<file path="config.mk">
export PLATFORM = sky130hd
export DESIGN_NAME = uart_tx_frame
export DESIGN_NICKNAME = d
export VERILOG_FILES = /design/src/rtl/uart_tx_frame.sv
export SDC_FILE = /design/constraint.sdc
export NUM_CORES = 1
export LEC_CHECK = 0
export CAP_MARGIN = 10
export CORE_UTILIZATION = 53
export CTS_CLUSTER_SIZE = 25
export DETAILED_ROUTE_END_ITERATION = 6
export GPL_ROUTABILITY_DRIVEN = 0
export PLACE_DENSITY = 0.79
export SLEW_MARGIN = 0
export SYNTH_ARGS = -nofsm -noshare
export SYNTH_HDL_FRONTEND = slang
export SYNTH_SLANG_ARGS = --single-unit
export TNS_END_PERCENT = 100
</file>
<file path="constraint.sdc">
create_clock -name clk -period 2 [get_ports clk]
set_input_delay 0.3 -clock clk [delete_from_list [all_inputs] [get_ports clk]]
set_output_delay 0.3 -clock clk [all_outputs]
set_load 0.02 [all_outputs]
</file>
<file path="src/rtl/uart_tx_frame.sv">
// uart_tx_frame: parametrised UART transmitter (start, LSB-first data, optional parity, 1-2 stop bits)
module uart_tx_frame #(
  parameter int DATA_W = 8,
  parameter int CLKS_PER_BIT = 16,
  parameter int PARITY_MODE = 1,
  parameter int STOP_BITS = 1
) (
  input  logic              clk,
  input  logic              rst,
  input  logic              tx_valid,
  output logic              tx_ready,
  input  logic [DATA_W-1:0] tx_data,
  output logic              tx_out,
  output logic              busy,
  output logic              tx_done
);
  localparam int CW = $clog2(CLKS_PER_BIT);
  localparam int BW = $clog2(DATA_W);
  if (DATA_W < 5 || DATA_W > 9 || CLKS_PER_BIT < 2 || PARITY_MODE < 0 || PARITY_MODE > 2 ||
      (STOP_BITS != 1 && STOP_BITS != 2)) begin : g_bad_param
    $error("uart_tx_frame: illegal parameter value");
  end
  typedef enum logic [2:0] {IDLE, START, DATA, PARITY, STOP} state_t;
  state_t state, state_n;
  logic [CW-1:0] cnt, cnt_n;
  logic [BW-1:0] bcnt, bcnt_n;
  logic [DATA_W-1:0] sh, sh_n;
  logic par, par_n, tick;
  always_comb begin
    tick = cnt == CW'(CLKS_PER_BIT - 1);
    state_n = state;
    sh_n = sh;
    par_n = par;
    case (state)
      IDLE: if (tx_valid) begin
        state_n = START;
        sh_n = tx_data;
        par_n = (PARITY_MODE == 2) ? ~^tx_data : ^tx_data;
      end
      START: if (tick) state_n = DATA;
      DATA: if (tick) begin
        sh_n = sh >> 1;
        if (bcnt == BW'(DATA_W - 1)) state_n = (PARITY_MODE != 0) ? PARITY : STOP;
      end
      PARITY: if (tick) state_n = STOP;
      STOP: if (tick && bcnt == BW'(STOP_BITS - 1)) state_n = IDLE;
      default: state_n = IDLE;
    endcase
    cnt_n = (state == IDLE || tick) ? '0 : cnt + 1'b1;
    bcnt_n = (state_n != state) ? '0 : tick ? bcnt + 1'b1 : bcnt;
  end
  always_ff @(posedge clk) begin
    if (rst) begin
      state <= IDLE;
      cnt <= '0;
      bcnt <= '0;
      sh <= '0;
      par <= 1'b0;
      tx_out <= 1'b1;
      tx_ready <= 1'b1;
      busy <= 1'b0;
      tx_done <= 1'b0;
    end else begin
      state <= state_n;
      cnt <= cnt_n;
      bcnt <= bcnt_n;
      sh <= sh_n;
      par <= par_n;
      tx_out <= (state_n == START) ? 1'b0 : (state_n == DATA) ? sh_n[0] : (state_n == PARITY) ? par_n : 1'b1;
      tx_ready <= state_n == IDLE;
      busy <= state_n != IDLE;
      tx_done <= state_n == STOP && bcnt_n == BW'(STOP_BITS - 1) && cnt_n == CW'(CLKS_PER_BIT - 1);
    end
  end
endmodule

</file>
-- Yosys cells after proc, flatten, opt, wreduce, memory -nomap -nowiden
Cells that the tools add are included.
- flip-flop bits (word level): 23
- input port bits: 11
- output and inout port bits: 4
- word-level logic and storage cells: 56
- add/subtract/negate cells: 2
- eq/ne operators: 14
- multiplexer cells: 18
- reductions and logical operators: 12
- operators by type and width (cell ; number):
    two-way mux 3 bit ; 8
    two-way mux 8 bit ; 2
    case mux 8 bit (2 select lines) ; 1
    case mux 3 bit (5 select lines) ; 1
    == test 3 x 2 -> 1 bit, second input constant ; 4
    zero test 3 bit ; 4
    == test 3 bit, second input constant ; 3
    == test 4 bit, second input constant ; 2
    parity 8 bit ; 1
    == test 3 x 1 -> 1 bit, second input constant ; 2
    two-way mux 1 bit ; 5
    adder 4 x 1 -> 4 bit, second input constant ; 1
    two-way mux 4 bit ; 1
    != test 2 bit, second input constant ; 2
    adder 3 x 1 -> 3 bit, second input constant ; 1
    logical AND 1 bit ; 3
    != test 3 bit ; 1
    AND reduction 3 bit ; 1
    nonzero test 3 bit ; 1
    nonzero test 2 bit ; 1
    logical OR 1 bit ; 1

-- Logic depth before layout (Yosys ltp)
Gate-level depths: netlist (run 1).
- depth in word-level cells: 9
- gate-level depth with buffers: 6

-- Least setup slack after synthesis (run 1)
OpenSTA, ideal clock, no wires.
- path kind: register to register
- from: register cnt[0]
- to: register tx_out
- arrival: 1.698 ns
- required time: 1.878 ns
- slack: 0.180 ns
- cell stages (with the launch flop): 6
- path buffers: 0
- clock period less this slack: 1.820 ns
- path through: dfxtp_1 -> ha_1 -> and4_1 -> a32o_1 -> a2111o_1 -> a221o_1
- word-level cells in the longest chain between the ends: 8
- elaborated cells between the ends (all ways): 15
- classes of those cells: 4 x eq/ne; 10 x mux; 1 x reduce/logical
- RTL lines (what ; RTL line ; source):
    from (decl) ; 25 ; logic [CW-1:0] cnt, cnt_n;
    from (signal assigned) ; 65 ; cnt <= cnt_n;
    == test 4 bit * ; 30 ; tick = cnt == CW'(CLKS_PER_BIT - 1);
    logical AND 1 bit ; 46 ; STOP: if (tick && bcnt == BW'(STOP_BITS - 1)) state_n = IDLE;
    two-way mux 3 bit ; 46 ;
    case mux 3 bit (5 select lines) ; 34 ; case (state)
    == test 3 x 2 -> 1 bit ; 69 ; tx_out <= (state_n == START) ? 1'b0 : (state_n == DATA) ? sh_n[0] : (state_n == PARITY) ? par_n : 1'b1;
    two-way mux 1 bit (2 in series) ; 69 ;
    two-way mux 1 bit * ; 69 ;
    to (signal assigned) ; 69 ;
    to (decl) ; 13 ; output logic tx_out,
Mark *: on every way between the ends. The rest lies on a longest branch, timed or not. The select of a mux whose other input is x is not followed.
A chain may end at the register's enable or synchronous reset.

-- Worst setup path in the final report (run 1)
Same ends and word-level chain as after synthesis.

==> results of run 1 <==
-- sequential cells by signal, indices dropped and copies added, names as in the netlist --
| register | cells |
|---|---|
| sh | 8 |
| busy | 1 |
| tx_done | 1 |
| tx_out | 1 |
| par | 1 |
| tx_ready | 1 |
| bcnt | 3 |
| cnt | 4 |
| state | 3 |
-- cell type report --
type	instances	area (um2)	area share, %
Clock buffer	4	26.3	1.91
Inverter	6	22.5	1.64
Multi-Input combinational cell	92	628	45.8
Sequential cell	23	462	33.6
Tap cell	27	33.8	2.46
Timing Repair Buffer	22	200	14.6
-- synth_stat cells, types with 2 or more instances --
cell type | number | area, um2
or3_1 | 2 | 12.5
a311o_1 | 2 | 20.0
and4_1 | 2 | 17.5
nand2_1 | 10 | 37.5
dfxtp_1 | 23 | 460
nand2b_1 | 2 | 12.5
ha_1 | 4 | 50.1
xnor2_1 | 9 | 78.8
inv_1 | 6 | 22.5
clkbuf_1 | 6 | 22.5
a21oi_1 | 14 | 70.1
a22oi_1 | 7 | 52.6
nor4_1 | 6 | 37.5
nand3_1 | 2 | 10.0
a211oi_1 | 2 | 15.0
xor2_1 | 2 | 17.5
nor3_1 | 3 | 15.0
nor2_1 | 9 | 33.8
-- per-layer routing --
layer / share of wire, % / vias to the layer above / GRT usage (%)
met1: 48 / 455 / 30.7
li1: - / 501 / -
met5: 0 / - / 0
met4: 1.1 / 0 / 10.8
met2: 48 / 19 / 35.0
met3: 3.3 / 4 / 3.46
-- report_power, final --
| part | internal, mW | switching [mW] | leakage [nW] | total, mW |
|---|---|---|---|---|
| Combinational | 0.0726 | 0.0618 | 0.314 | 0.134 |
| Sequential | 0.477 | 0.0109 | 0.189 | 0.488 |
| Clock | 0.0777 | 0.128 | 0.0150 | 0.206 |
-- what timing repair did --
| action | CTS | global route |
|---|---|---|
| setup buffers | 0 | 0 |
| endpoints found under the setup margin | 0 | 1 |
| hold buffers | 0 | 0 |
| gates resized for setup | 0 | 2 |
-- worst register-to-register path: cells and delay by family, from the launching register on --
kind	cells	cell delay (ns)
AOI/OAI and AO/OA	3	0.93
and+or+nand+nor	1	0.29
DFF	1	0.35
adders and majority gates	1	0.24
-- worst paths after layout --
check,slack (ns),depth (start not counted),endpoint,start
max,0.09,5,tx_out,cnt[0]
min reg2reg,0.45,1,cnt[0],cnt[0]
min,0.45,1,cnt[0],cnt[0]
max reg2reg,0.09,5,tx_out,cnt[0]
-- per-stage QoR --
stage               instances  setup WS, ns  hold slack [ns]
global placement          170        0.0585            0.444
finish                    174        0.0901            0.446
CTS                       174        0.0804            0.464
floorplan                 130         0.180            0.430
detailed placement        170        0.0139            0.447
global route              174        0.0178            0.470
-- cell families (layout without fill, tap and decap cells) --
group / Yosys count / count (layout) / synth area share (%)
AO/OA/AOI/OAI: 34 / 34 / 20.6
XOR/XNOR: 11 / 11 / 8.33
adder cells (fa/ha/maj): 4 / 4 / 4.33
buffers and inverters: 15 / 32 / 5.95
flip-flops: 23 / 23 / 39.8
AND/OR/NAND/NOR: 43 / 43 / 21.0
==> flow_summary_export.csv, run 1 <==
group,metric,value,unit
run_status,outcome,"finished clean",
critical_path,start_kind,"flop",
detailed_routing,vias,979,
critical_path,crit_arrival,2.11,ns
die,core_area,2000,um2
synth,synth-edff-count,0,
sta,fmax,524,MHz
sta,skew,0.00495,ns
clock_tree,cts_root_buffer,"clkbuf_4",
die,io_pins,15,
power_and_ir_drop,total_power,0.828,mW
sta,hold_violations,0,
final_layout,drive_gt1_share,10.2,%
sta,final-max-slew-violation-count,0,
synth,yosys_warnings,0,
synth,synth_cell_type_count,37,
hold_path,min_path_type,"reg -> reg",
power_and_ir_drop,ir_drop,0.477,mV
critical_path,path_buf_inv,0,
sta,min_period,1.91,ns
die,rows,16,
detailed_routing,dr.first_iter.drc_count,21,
final_layout,area_growth,18.7,%
sta,tns,0,ns
final_layout,layout_commonest_cell,"dfxtp_1",
synth,synthArstFlopShare,0,%
final_layout,antenna_cells,0,
detailed_routing,totalWireLength,2.32,mm
clock_tree,numCtsBuffers,3,
detailed_routing,wl_per_cell,13.3,um
run,cap_viol_max_count,0,
critical_path,cp_cell_sequence,"ha_1, and4_2, a32o_1, a2111o_1, a221o_1",
synth,synth_seq_cells,23,
grt,grt_antenna_before_repair,0,
critical_path,critPathKind,"reg -> reg",
critical_path,critical_path_required,2.20,ns
critical_path,critical-path-top-delay-family,"compound AO/OA/AOI/OAI gates",
clock_tree,worstSkewPairLatency,0.30,ns
detailed_routing,drtAntennaViolNets,0,
synth,yosysSeqAreaShare,39.8,%
critical_path,cpMaxStageDelayCell,"dfxtp_2",
grt,grt_max_degree,13,
detailed_routing,routed_via_density,5.63,
final_layout,nNetsFinal,163,
synth,ys.flop_type,"dfxtp_1",
sta,setup_viol,0,
sta,fin_crit_sh,95.5,%
critical_path,critPathMaxStageDelay,0.35,ns
clock_tree,path_clk_slew,0.11,ns
power_and_ir_drop,p_leak,0.517,nW
clock_tree,tritoncts,"done",
detailed_routing,dr.pass1.iters,4,
final_layout,fin_util,68.6,%
grt,overflow,0,
detailed_routing,drc,0,
placed_design,dp_hpwl,1.79,mm
sta,rsz0062_at_grt,"false",
final_layout,final_area,1370,um2
placed_design,place_area,1340,um2
final_layout,final_cell_mix,"dfxtp_1, a21oi_1, clkdlybuf4s50_1",
grt,track_usage,22.6,%
power_and_ir_drop,powerDensity,604,nW/um2
placed_design,portBuffers,14,
clock_tree,cts.htree.levels,1,
sta,worst_pin_slew,0.466,ns
grt,grt_pass1_wl,4.22,mm
grt,grt_pass1_vias,949,
die,start_util,57.8,%
die,die-area,2370,um2
synth,avgSynthCellArea,8.89,um2
critical_path,cp-end-kind,"flop",
clock_tree,cts_num_sinks,23,
clock_tree,clockBufferDepth,2,
die,die_w,48.7,um
die,die_h,48.7,um
final_layout,fillCellCount,167,
sta,slew_headroom,68.8,%
synth,syn_inst,130,
critical_path,critPathMaxFanout,5,
synth,syn_nets,145,
synth,synth_area,1160,um2
Note: power is estimated with default switching activity, not from simulation.
==> inputs of run 2 (changes only) <==
--- a/config.mk
+++ b/config.mk
@@ -10,7 +10,7 @@
 export CTS_CLUSTER_SIZE = 25
 export DETAILED_ROUTE_END_ITERATION = 6
 export GPL_ROUTABILITY_DRIVEN = 0
-export PLACE_DENSITY = 0.79
+export PLACE_DENSITY = 0.77
 export SLEW_MARGIN = 0
 export SYNTH_ARGS = -nofsm -noshare
 export SYNTH_HDL_FRONTEND = slang
==> flow_summary_export.csv, run 2 (synthesized netlist as in run 1, its figures left out) <==
group,metric,value,unit
placed_design,pre_cts_ws,0.0347,ns
grt,grt_antenna_before_repair,0,
die,rows,16,
sta,rsz0062_at_grt,"false",
detailed_routing,dr.first_iter.drc_count,17,
final_layout,fin_util,68.5,%
final_layout,multi_input_area,628,um2
clock_tree,tritoncts,"done",
final_layout,top_register,"sh",
hold_path,min_path_type,"reg -> reg",
final_layout,area_growth,18.6,%
sta,hold_violations,0,
critical_path,start_kind,"flop",
critical_path,ff2ff_setup_slack,0.07,ns
placed_design,place_area,1340,um2
detailed_routing,dr.pass1.iters,4,
sta,slew_headroom,72.2,%
grt,track_usage,22.0,%
critical_path,cp_cell_sequence,"ha_1, and4_2, a32o_1, a2111o_1, a221o_1",
sta,setup_viol,0,
final_layout,reg_top3,"sh: 8 flops, cnt: 4 flops",
placed_design,dp_hpwl,1.80,mm
critical_path,critical_path_required,2.21,ns
power_and_ir_drop,powerDensity,608,nW/um2
final_layout,fillCellCount,171,
power_and_ir_drop,p_leak,0.517,nW
sta,worst_pin_slew,0.414,ns
final_layout,final_area,1370,um2
clock_tree,cts-resized-gates,0,
sta,finalWorstSetupSlack,0.0666,ns
critical_path,r2r-end,"tx_out",
clock_tree,clockBufferDepth,2,
clock_tree,postCtsHoldBufs,0,
hold_path,min_to,"sh[2]",
final_layout,largest_reg_flops,8,
final_layout,nNetsFinal,163,
sta,final-max-slew-violation-count,0,
critical_path,cpMaxStageDelayCell,"dfxtp_1",
die,core_area,2000,um2
critical_path,crit_arrival,2.14,ns
power_and_ir_drop,ir_drop,0.433,mV
clock_tree,cts_root_buffer,"clkbuf_4",
detailed_routing,routed_via_density,5.59,
clock_tree,worstSkewPairLatency,0.30,ns
die,die_h,48.7,um
clock_tree,cts.htree.levels,1,
clock_tree,cts_setup_buffers,0,
final_layout,layout_commonest_cell,"dfxtp_1",
final_layout,drive_gt1_share,9.52,%
die,io_pins,15,
detailed_routing,drtAntennaViolNets,0,
detailed_routing,drc,0,
sta,min_period,1.93,ns
final_layout,final_cell_mix,"dfxtp_1, a21oi_1, clkdlybuf4s50_1",
critical_path,critPathMaxFanout,5,
die,start_util,57.8,%
grt,grt_pass1_wl,4.08,mm
sta,tns,0,ns
grt,overflow,0,
placed_design,portBuffers,14,
final_layout,regArea,460,um2
run,cap_viol_max_count,0,
hold_path,holdCritStartpoint,"sh[2]",
clock_tree,path_clk_slew,0.12,ns
die,die-area,2370,um2
detailed_routing,vias,972,
sta,skew,0.00105,ns
hold_path,min_path_cells,2,
clock_tree,numCtsBuffers,3,
critical_path,r2r-start,"cnt[0]",
die,die_w,48.7,um
final_layout,antenna_cells,0,
grt,grt_max_degree,13,
clock_tree,cts_num_sinks,23,
run_status,outcome,"finished clean",
sta,fmax,517,MHz
detailed_routing,totalWireLength,2.32,mm
critical_path,cp-startpoint,"cnt[0]",
grt,grt_pass1_vias,919,
sta,fin_crit_sh,96.7,%
critical_path,critPathMaxStageDelay,0.37,ns
critical_path,critPathKind,"reg -> reg",
detailed_routing,wl_per_cell,13.4,um
critical_path,reg2reg_depth,5,
critical_path,cp-end-kind,"flop",
run 2: report_power, final:
part	internal, mW	total [mW]	switching [mW]	leakage [nW]
sequential	0.477	0.488	0.0105	0.188
combinational	0.0727	0.135	0.0628	0.314
clock	0.0776	0.211	0.133	0.0150
run 2: cell type report:
class | count | area share (%)
Multi-Input combinational cell | 92 | 45.8
Sequential cell | 23 | 33.6
Timing Repair Buffer | 22 | 14.6
Tap cell | 27 | 2.46
Clock buffer | 4 | 1.92
Inverter | 6 | 1.64
run 2: layer usage:
layer  vias to the layer above  wire length, um  GRT usage [%]
li1                        501                -              -
met1                       457             1130           29.8
met2                        12             1110           35.9
met3                         2               64           3.77
met4                         0               13           5.88
met5                         -                0              0
run 2: through the flow:
stage                     hold WS [ns]  total power, mW  instances
after CTS                        0.467            0.842        174
final                            0.467            0.834        174
after floorplan                  0.430            0.579        130
after global placement           0.444            0.628        170
after global routing             0.485            0.876        174
after detailed placement         0.450            0.633        170
run 2: worst max path at each step:
stage,end,slack [ns]
2_1_floorplan,tx_out,0.18
5_1_grt,tx_out,0.0004
6_report,tx_out,0.07
3_5_place_dp,tx_out,0.03
4_1_cts,tx_out,0.05
3_3_place_gp,tx_out,0.06
run 2: critical path, delay by kind of cell, from the launching register on:
family	cells	cell delay [ns]
compound gates	3	0.93
simple gates	1	0.29
fa+ha+maj	1	0.25
flops	1	0.37
==> inputs of run 3 (changes only) <==
--- a/config.mk
+++ b/config.mk
@@ -10,7 +10,7 @@
 export CTS_CLUSTER_SIZE = 25
 export DETAILED_ROUTE_END_ITERATION = 6
 export GPL_ROUTABILITY_DRIVEN = 0
-export PLACE_DENSITY = 0.77
+export PLACE_DENSITY = 0.88
 export SLEW_MARGIN = 0
 export SYNTH_ARGS = -nofsm -noshare
 export SYNTH_HDL_FRONTEND = slang
==> flow_summary_export.csv, run 3 (synthesized netlist as in run 1, its figures left out) <==
group,metric,value,unit
grt,grt_max_degree,14,
die,die-area,2370,um2
sta,final-max-slew-violation-count,0,
final_layout,area_growth,18.4,%
detailed_routing,met2_length,1.16,mm
critical_path,critPathMaxStageDelay,0.36,ns
grt,grt_pass1_vias,986,
power_and_ir_drop,ir_drop,0.398,mV
grt,track_usage,23.3,%
final_layout,reg_top3,"sh: 8 flops, cnt: 4 flops",
run,cap_viol_max_count,0,
detailed_routing,routed_via_density,5.82,
sta,fmax,536,MHz
critical_path,critical_path_required,2.22,ns
clock_tree,cts.htree.levels,1,
run_status,outcome,"finished clean",
placed_design,dp_hpwl,1.77,mm
power_and_ir_drop,sw_frac_of_total,25.7,%
final_layout,drive_gt1_share,11.0,%
detailed_routing,wl_per_cell,13.7,um
critical_path,cpMaxStageDelayCell,"dfxtp_1",
final_layout,nNetsFinal,162,
final_layout,final_cell_mix,"dfxtp_1, a21oi_1, clkdlybuf4s50_1",
final_layout,layout_commonest_cell,"dfxtp_1",
power_and_ir_drop,p_clk_share,25.6,%
die,rows,16,
die,io_pins,15,
detailed_routing,dr.first_iter.drc_count,34,
sta,tns,0,ns
die,die_h,48.7,um
die,core_area,2000,um2
placed_design,portBuffers,14,
sta,worst_pin_slew,0.435,ns
grt,grt_pass1_wl,4.31,mm
clock_tree,worstSkewPairLatency,0.31,ns
clock_tree,cts_root_buffer,"clkbuf_4",
power_and_ir_drop,p_int,0.625,mW
final_layout,antenna_cells,0,
detailed_routing,vias,1006,
final_layout,largest_reg_flops,8,
grt,grt_antenna_before_repair,0,
critical_path,crit_arrival,2.08,ns
sta,hold_violations,0,
clock_tree,path_clk_slew,0.13,ns
clock_tree,cts_num_sinks,23,
detailed_routing,met1Wirelength,1.06,mm
grt,overflow,0,
sta,fin_crit_sh,93.2,%
critical_path,cp-end-kind,"flop",
die,start_util,57.8,%
critical_path,cp_cell_sequence,"ha_2, and4_2, a32o_1, a2111o_1, a221o_1",
sta,slew_headroom,70.9,%
critical_path,critPathMaxFanout,5,
critical_path,critPathKind,"reg -> reg",
clock_tree,numCtsBuffers,3,
detailed_routing,highest_layer,"met4",
detailed_routing,wl_met3,89,um
power_and_ir_drop,p_sw,0.216,mW
clock_tree,tritoncts,"done",
die,die_w,48.7,um
sta,min_period,1.86,ns
detailed_routing,drtAntennaViolNets,0,
detailed_routing,totalWireLength,2.38,mm
detailed_routing,drc,0,
clock_tree,clockBufferDepth,2,
sta,skew,0.00836,ns
hold_path,min_path_type,"reg -> reg",
detailed_routing,dr.pass1.iters,4,
power_and_ir_drop,comb_power_share,16.4,%
power_and_ir_drop,total_power,0.840,mW
power_and_ir_drop,powerDensity,614,nW/um2
sta,rsz0062_at_grt,"false",
sta,setup_viol,0,
power_and_ir_drop,seqPwrFrac,58.0,%
power_and_ir_drop,p_leak,0.511,nW
critical_path,start_kind,"flop",
final_layout,top_register,"sh",
-- run 3: cell types whose count changed in the layout (fill, tap and decap cells not counted) --
| cell | previous run | this run |
|---|---|---|
| and4_1 | 1 | 0 |
| and4_2 | 1 | 2 |
| buf_4 | 8 | 7 |
| clkbuf_1 | 1 | 0 |
| clkinv_2 | 0 | 1 |
| ha_1 | 4 | 3 |
| ha_2 | 0 | 1 |
-- run 3: what timing repair did --
action / CTS / global route
hold buffers: 0 / 0
setup buffers: 0 / 0
gates resized for setup: 0 / 3
endpoints found under the setup margin: 0 / 1
-- run 3: per-stage QoR --
step	cell area [um2]	utilization, %	hold slack [ns]	setup slack [ns]	std cells
floorplan	1160	-	0.430	0.180	130
global placement	1340	66.8	0.441	0.0688	169
detailed placement	1340	66.8	0.451	0.0250	169
CTS	1360	68.1	0.468	0.0953	173
global route	1370	68.4	0.485	0.0455	173
finish	1370	68.4	0.468	0.136	173
-- run 3: cell type report --
class,instances,area [um2]
well taps,27,33.8
multi-input cells,92,632
inverters,6,22.5
repair buffers,21,193
fillers,167,633
clock buffers,3,22.5
clock inverters,1,5.00
flip-flops and latches,23,460
-- run 3: worst paths after layout --
check	startpoint	end	slack, ns	cells past startpoint
max	cnt[0]	tx_out	0.14	5
max reg2reg	cnt[0]	tx_out	0.14	5
min	sh[5]	sh[5]	0.47	2
min reg2reg	sh[5]	sh[5]	0.47	2
-- run 3: worst max-delay path, delay by kind of cell (launching register included) --
kind | cells | cell delay, ns
flops | 1 | 0.36
simple gates | 1 | 0.28
fa+ha+maj | 1 | 0.21
compound gates | 3 | 0.93
-- run 3: metal layers --
metal | global-route usage [%] | vias to the layer above
met5 | 0 | -
li1 | - | 502
met3 | 3.46 | 10
met2 | 38.4 | 31
met1 | 29.2 | 463
met4 | 12.3 | 0
-- run 3: power groups by stage --
stage          Clock [mW]  Sequential, mW  Combinational, mW
2_1_floorplan           0           0.500             0.0796
3_3_place_gp            0           0.497              0.130
3_5_place_dp            0           0.498              0.136
4_1_cts             0.217           0.487              0.137
5_1_grt             0.229           0.490              0.153
6_report            0.215           0.488              0.138
